$ cat src/rtl/mult_seq_if.sv
// Handshake and shared-adder bus for the sequential multiplier.
// mult_seq uses the slave modport. The master side is the execute stage
// plus the external adder, which drives add_sum.
interface mult_seq_if #(
  parameter int WIDTH = 64
);
  logic             start;
  logic [WIDTH-1:0] a;
  logic [WIDTH-1:0] b;
  logic             busy;
  logic             done;
  logic [WIDTH-1:0] product;
  logic [WIDTH-1:0] add_a;
  logic [WIDTH-1:0] add_b;
  logic [WIDTH-1:0] add_sum;

  modport master (
    output start, a, b, add_sum,
    input  busy, done, product, add_a, add_b
  );

  modport slave (
    input  start, a, b, add_sum,
    output busy, done, product, add_a, add_b
  );
endinterface

$ cat src/rtl/mult_seq.sv
// Multi-cycle unsigned shift-and-add multiplier.
// It time-shares one external WIDTH-bit adder and returns the low WIDTH bits of a*b.
// Optional macro MULT_SEQ_EARLY_TERM_EN: leave RUN as soon as no multiplier
// bits remain. The product value is the same with or without the macro.
//
// state | meaning
// IDLE  | waiting for start; adder inputs parked at zero
// RUN   | one multiplier bit per cycle; accumulator fed from add_sum
// DONE  | one-cycle done pulse; start here begins the next op back-to-back
module mult_seq #(
  parameter int WIDTH = 64
) (
  input logic         clk,
  input logic         reset,
  mult_seq_if.slave   bus
);
  localparam int CNT_W = $clog2(WIDTH) + 1;

  typedef enum logic [1:0] {IDLE, RUN, DONE} state_t;

  state_t           state;
  state_t           state_nxt;
  logic [WIDTH-1:0] acc;
  logic [WIDTH-1:0] mcand;
  logic [WIDTH-1:0] mplier;
  logic [CNT_W-1:0] count;
  logic [WIDTH-1:0] acc_nxt;
  logic             accept;
  logic             last_iter;

  // The accumulator only takes the adder result when the current multiplier bit is set.
  assign acc_nxt = mplier[0] ? bus.add_sum : acc;
  assign accept  = bus.start && ((state == IDLE) || (state == DONE));

`ifdef MULT_SEQ_EARLY_TERM_EN
  assign last_iter = (count == CNT_W'(WIDTH - 1)) || ((mplier >> 1) == '0);
`else
  assign last_iter = (count == CNT_W'(WIDTH - 1));
`endif

  // State register
  always_ff @(posedge clk or posedge reset) begin
    if (reset) state <= IDLE;
    else       state <= state_nxt;
  end

  // Next-state logic
  always_comb begin
    state_nxt = state;
    case (state)
      IDLE:    if (accept) state_nxt = RUN;
      RUN:     if (last_iter) state_nxt = DONE;
      DONE:    state_nxt = accept ? RUN : IDLE;
      default: state_nxt = IDLE;
    endcase
  end

  // Outputs decoded from the registered state. The adder inputs are parked
  // at zero outside RUN so the adder is free for other users.
  always_comb begin
    bus.busy  = 1'b0;
    bus.done  = 1'b0;
    bus.add_a = '0;
    bus.add_b = '0;
    case (state)
      RUN: begin
        bus.busy  = 1'b1;
        bus.add_a = acc;
        bus.add_b = mcand;
      end
      DONE:    bus.done = 1'b1;
      default: ;
    endcase
  end

  // Datapath: load operands on accept, iterate in RUN, capture the product on exit
  always_ff @(posedge clk or posedge reset) begin
    if (reset) begin
      acc         <= '0;
      mcand       <= '0;
      mplier      <= '0;
      count       <= '0;
      bus.product <= '0;
    end else if (accept) begin
      acc    <= '0;
      mcand  <= bus.a;
      mplier <= bus.b;
      count  <= '0;
    end else if (state == RUN) begin
      acc    <= acc_nxt;
      mcand  <= mcand << 1;
      mplier <= mplier >> 1;
      count  <= count + CNT_W'(1);
      if (last_iter) bus.product <= acc_nxt;
    end
  end
endmodule

$ cat src/flat_wrapper.sv
// flat-port wrapper written by rule: the top's interface ports become plain ports
module mult_seq_flat 
#(
  parameter int WIDTH = 64
)
  (clk, reset, bus_start, bus_a, bus_b, bus_add_sum, bus_busy, bus_done, bus_product, bus_add_a, bus_add_b);
  mult_seq_if #(.WIDTH(WIDTH)) bus_i ();
  input logic clk;
  input logic reset;
  input wire logic [$bits(bus_i.start)-1:0] bus_start;
  input wire logic [$bits(bus_i.a)-1:0] bus_a;
  input wire logic [$bits(bus_i.b)-1:0] bus_b;
  input wire logic [$bits(bus_i.add_sum)-1:0] bus_add_sum;
  output wire logic [$bits(bus_i.busy)-1:0] bus_busy;
  output wire logic [$bits(bus_i.done)-1:0] bus_done;
  output wire logic [$bits(bus_i.product)-1:0] bus_product;
  output wire logic [$bits(bus_i.add_a)-1:0] bus_add_a;
  output wire logic [$bits(bus_i.add_b)-1:0] bus_add_b;
  assign bus_i.start = bus_start;
  assign bus_i.a = bus_a;
  assign bus_i.b = bus_b;
  assign bus_i.add_sum = bus_add_sum;
  assign bus_busy = bus_i.busy;
  assign bus_done = bus_i.done;
  assign bus_product = bus_i.product;
  assign bus_add_a = bus_i.add_a;
  assign bus_add_b = bus_i.add_b;
  mult_seq #(.WIDTH(WIDTH)) u_core (.clk(clk), .reset(reset), .bus(bus_i));
endmodule
$ cat config.mk
export PLATFORM = sky130hd
export DESIGN_NAME = mult_seq_flat
export DESIGN_NICKNAME = d
export VERILOG_FILES = /design/src/rtl/mult_seq_if.sv /design/src/rtl/mult_seq.sv /design/src/flat_wrapper.sv
export SDC_FILE = /design/constraint.sdc
export NUM_CORES = 1
export LEC_CHECK = 0
export ABC_AREA = 1
export BUFFER_PORTS_ARGS = -buffer_cell sky130_fd_sc_hd__buf_2
export CAP_MARGIN = 20
export CORE_MARGIN = 2
export CORE_UTILIZATION = 40
export CTS_BUF_LIST = sky130_fd_sc_hd__clkbuf_8
export DETAILED_ROUTE_END_ITERATION = 12
export PLACE_DENSITY_LB_ADDON = 0.3
export SLEW_MARGIN = 40
export SYNTH_ARGS = -nofsm -noshare
export SYNTH_HDL_FRONTEND = slang
export SYNTH_SLANG_ARGS = --single-unit
$ cat constraint.sdc
create_clock -name clk -period 14 [get_ports clk]
set_clock_uncertainty 0.15 [all_clocks]
set_input_delay 1.4 -clock clk [delete_from_list [all_inputs] [get_ports clk]]
set_output_delay 1.4 -clock clk [all_outputs]
set_load 0.02 [all_outputs]
### Yosys cells after proc, flatten, opt, wreduce, memory -nomap -nowiden

Cells that the tools add are included.

| word-level totals | value |
|---|---|
| word-level logic and storage cells | 36 |
| bits in latches | 0 |
| bits in read-only memories | 0 |
| memories | 0 |
| RAM bits | 0 |
| register bits | 265 |
| output and inout bits | 194 |

| operators by class | value |
|---|---|
| reductions and logical operators | 6 |
| muxes and demuxes | 17 |
| $lt $le $gt $ge | 0 |
| shift-type cells | 0 |
| multipliers | 0 |
| eq/ne operators | 5 |
| div/mod/pow operators | 0 |
| $add $sub $neg | 1 |
| bitwise logic cells | 1 |

Operators by type and width:

| cell | count |
|---|---|
| two-way mux 64 bit | 9 |
| two-way mux 7 bit | 2 |
| adder 7 x 1 -> 7 bit, second input constant | 1 |
| equality test 7 x 6 -> 1 bit, second input constant | 1 |
| case mux 2 bit (3 select lines) | 1 |
| two-way mux 2 bit | 2 |
| != test 2 x 1 -> 1 bit, second input constant | 2 |
| two-way mux 1 bit | 3 |
| AND reduction 3 bit | 1 |
| equality test 2 x 1 -> 1 bit, second input constant | 1 |
| equality test 2 bit, second input constant | 1 |
| zero test 2 bit | 1 |
| AND reduction 2 bit | 1 |
| nonzero test 2 bit | 1 |
| logical AND 1 bit | 1 |
| logical OR 1 bit | 1 |
| NOT 1 bit | 1 |

### Logic depth before layout (Yosys ltp)

| depth | value |
|---|---|
| word-level depth | 5 |
| mapped depth | 8 |
| gate-level depth less buffers | 7 |

### Least setup slack after synthesis

OpenSTA, ideal clock, no wires.

| timing path | value |
|---|---|
| path kind | reg-to-output |
| from | reg u_core.state[1] |
| to | out bus_add_b[33] |
| required time | 12.450 ns |
| arrival time | 1.286 ns |
| stages on the path, launching flop included | 7 |
| setup slack | 11.164 ns |
| path buffers | 3 |
| cell sequence | dfrtp_1 -> inv_1 -> nand2_1 -> buf_2 -> buf_2 -> buf_2 -> nor2_1 |

| on the way | value |
|---|---|
| cells in the longest elaborated chain, start to end | 2 |

RTL lines:

| item | RTL line | source |
|---|---|---|
| from (decl) | mult_seq.sv:21 | `state_t state;` |
| from (signal assigned) | mult_seq.sv:44 | `else state <= state_nxt;` |
| equality test 2 x 1 -> 1 bit | mult_seq.sv:65 | `case (state)` |
| two-way mux 64 bit | mult_seq.sv:65 |  |
| to (decl) | flat_wrapper.sv:18 | `output wire logic [$bits(bus_i.add_b)-1:0] bus_add_b;` |

Every way passes these cells.

### Worst setup path after layout

| timing path | value |
|---|---|
| from | reg u_core.state[1] |
| to | out bus_add_b[15] |

The elaborated chain is that of the path after synthesis.

==> run_results.csv <==
group,metric,value,unit
outcome,status,"finished clean",
sta,finalSetupViolations,0,
routing,routed_wl,33600,um
critical_path,max_stage_delay,0.59,ns
grt,grtUsageTotal,20.8,%
routing,vias,11000,
yosys,seq_area_frac_synth,55.2,%
yosys,syn_area,12000,sq um
yosys,yosys.cell_types.count,24,
yosys,syn_inst,1427,
power_and_ir_drop,seqPwrFrac,49.8,%
clocking,clk_latency,0.54,ns
cells_and_area,nNetsFinal,1972,
place,post-dp-hpwl,21700,um
sta,period_minus_slack,4.53,ns
floorplan,io_pins,389,
yosys,syn-num-nets,1623,
critical_path,path_cells,"inv_1 > nand2_4 > buf_6 > buf_6 > nor2_1 > buf_2",
power_and_ir_drop,power_leakage,7.62,nW
critical_path,path_class,"flip-flop to output port",
cells_and_area,syn2layout_area_growth,25.6,%
critical_path,critPathArrivalTime,2.98,ns
sta,worst_pin_slew,0.817,ns
clocking,clockBufferDepth,3,
cells_and_area,final_common_cell,"nand2_1",
grt,antenna_found_initial,3,
clocking,cts_hold_buf,0,
floorplan,die_x,177,um
place,postPlaceCellArea,14200,sq um
flow_run,cap_violations,0,
critical_path,worstPathMaxFanout,99,
sta,drv_slew,0,
place,place_worst_setup_slack,9.83,ns
routing,drtIter0Drc,836,
clocking,path_clk_slew,0.06,ns
routing,ant_nets,0,
critical_path,end_kind,"output port",
critical_path,worst_path_most_repeated_cell,"buf_6",
cells_and_area,fillers,2885,
sta,rsz0062_at_grt,"no",
floorplan,dieArea,31400,sq um
hold_path,hold_class,"flip-flop to flip-flop",
floorplan,num_rows,63,
power_and_ir_drop,p_sw_share,23.8,%
clocking,cts_tree,"built",
routing,wire_per_inst,15.2,um
yosys,ys_ff_latch,265,
power_and_ir_drop,p_int,0.00119,W
yosys,syn_area_per_cell,8.42,sq um
sta,fmax,0.221,GHz
clocking,cts-buffers-inserted,47,
power_and_ir_drop,clockPowerShare,44.0,%
power_and_ir_drop,power_density,104,nW/um^2
critical_path,worst_ep_required_time,12.45,ns
power_and_ir_drop,switching_power,0.000372,W
sta,fin_crit_sh,32.3,%
place,io_buffers,388,
yosys,synth_warnings,0,
sta,slew_headroom,45.6,%
sta,hold_viol,0,
cells_and_area,drive_gt1_share,26.2,%
clocking,cts_resized,0,
floorplan,die_h,177,um
clocking,clock-sinks,265,
grt,grt_max_degree,126,
routing,firstDrtPassIters,5,
floorplan,start_util,40.6,%
sta,tns,0,ns
clocking,htree_num_levels,2,
cells_and_area,regArea,6640,sq um
power_and_ir_drop,combPwrFrac,6.2,%
routing,vias_per_cell,4.99,
critical_path,critPathLaunchType,"flip-flop",
grt,gr-total-overflow,0,
clocking,post_cts_buffers,0,
grt,grt_pass1_wl,52900,um
sta,setup_ws,9.47,ns
place,place_congestion,0.828,
floorplan,core_region_area,29600,sq um
power_and_ir_drop,ir_drop,0.0000856,V
cells_and_area,multi_input_area,4190,sq um
cells_and_area,fin_area,15100,sq um
grt,grt_pass1_vias,10600,
clocking,root_buffer,"clkbuf_8",
critical_path,cp_slowest_cell,"buf_6",
routing,drc,0,
cells_and_area,final_cell_mix,"419 x nand2_1, 388 x buf_2, 264 x dfrtp_1",
-- registers in the layout (all words and copies together) (netlist names) --
signal,cells
u_core.state,2
u_core.acc,64
u_core.count,7
u_core.mplier,64
u_core.bus.product,64
u_core.mcand,64
-- routing by layer --
layer  vias to the layer above  track usage (%)  wire [um]
met5                         -                0          7
met4                         2             6.66        722
met3                        63             4.41       2460
met2                       406             34.2      15800
met1                      5215             27.5      14600
li1                       5306                -          -
-- area by class of cell --
type / instances / share of cell area [%]
clock buffers: 56 / 5.11
well taps: 390 / 3.23
multi-input cells: 859 / 27.8
flip-flops and latches: 265 / 44.0
inverters: 203 / 5.14
repair buffers: 400 / 13.8
clock inverters: 27 / 0.945
diodes: 3 / 0.0497
-- cell families (layout without fill, tap and decap cells) --
family	Yosys count	count (layout)	synth area share (%)
AO/OA/AOI/OAI	261	261	15.1
buffers and inverters	303	686	10.2
other	0	3	0
adder cells (fa/ha/maj)	1	1	0.104
flip-flops	265	265	55.2
AND/OR/NAND/NOR	597	597	19.4
-- final timing paths --
| check | startpoint | end | slack [ns] | cells past startpoint |
|---|---|---|---|---|
| max reg2reg | u_core.state[1] | u_core.mcand[55] | 10.85 | 6 |
| min in group asynchronous | reset | u_core.acc[59] | 0.77 | 2 |
| min reg2reg | u_core.bus.product[26] | u_core.bus.product[26] | 0.32 | 2 |
| min | u_core.bus.product[26] | u_core.bus.product[26] | 0.32 | 2 |
| max | u_core.state[1] | bus_add_b[15] | 9.47 | 6 |
| max in group asynchronous | reset | u_core.acc[37] | 11.72 | 3 |
-- power groups by stage --
| stage | logic, W | clock network, W | registers, W |
|---|---|---|---|
| after floorplan | 0.0000485 | 0 | 0.000791 |
| after global placement | 0.0000973 | 0 | 0.000791 |
| after detailed placement | 0.0000981 | 0 | 0.000792 |
| after CTS | 0.0000986 | 0.000707 | 0.000778 |
| after global routing | 0.000109 | 0.000745 | 0.000779 |
| final | 0.0000973 | 0.000688 | 0.000778 |
-- worst max-delay path: cells and delay by family, from the launching register on --
kind                   cells  cell delay [ns]
DFF                        1             0.39
buffers and inverters      4             1.44
and+or+nand+nor            2             0.50
-- cells in the mapped netlist --
master / count / area, sq um
buf_1: 11 / 41.3
nor2_4: 1 / 11.3
nand2_1: 422 / 1580
nor2_1: 152 / 571
nor2_2: 1 / 6.26
clkbuf_1: 42 / 158
a21oi_1: 1 / 5.00
dfrtp_1: 265 / 6630
nor3_1: 1 / 5.00
buf_6: 5 / 56.3
nand3b_1: 12 / 90.1
clkinv_1: 1 / 3.75
nor3_4: 1 / 16.3
buf_4: 1 / 7.51
nand3_2: 1 / 10.0
o22ai_1: 31 / 194
ha_1: 1 / 12.5
o21ai_0: 103 / 515
o221ai_1: 126 / 1100
buf_2: 41 / 205
inv_1: 202 / 758
nand4_1: 2 / 12.5
nand2_2: 1 / 6.26
nand3_1: 3 / 15.0
-- per-stage QoR --
step                      instances  util, %  hold slack, ns  power [W]
after floorplan                1427        -           0.305   0.000840
after global placement         2116     47.6           0.300   0.000889
after detailed placement       2117     47.8           0.308   0.000890
after CTS                      2200     50.8           0.321    0.00158
after global routing           2201     50.9           0.346    0.00163
final                          2203     50.9           0.316    0.00156
(Power assumes the default switching activity.)
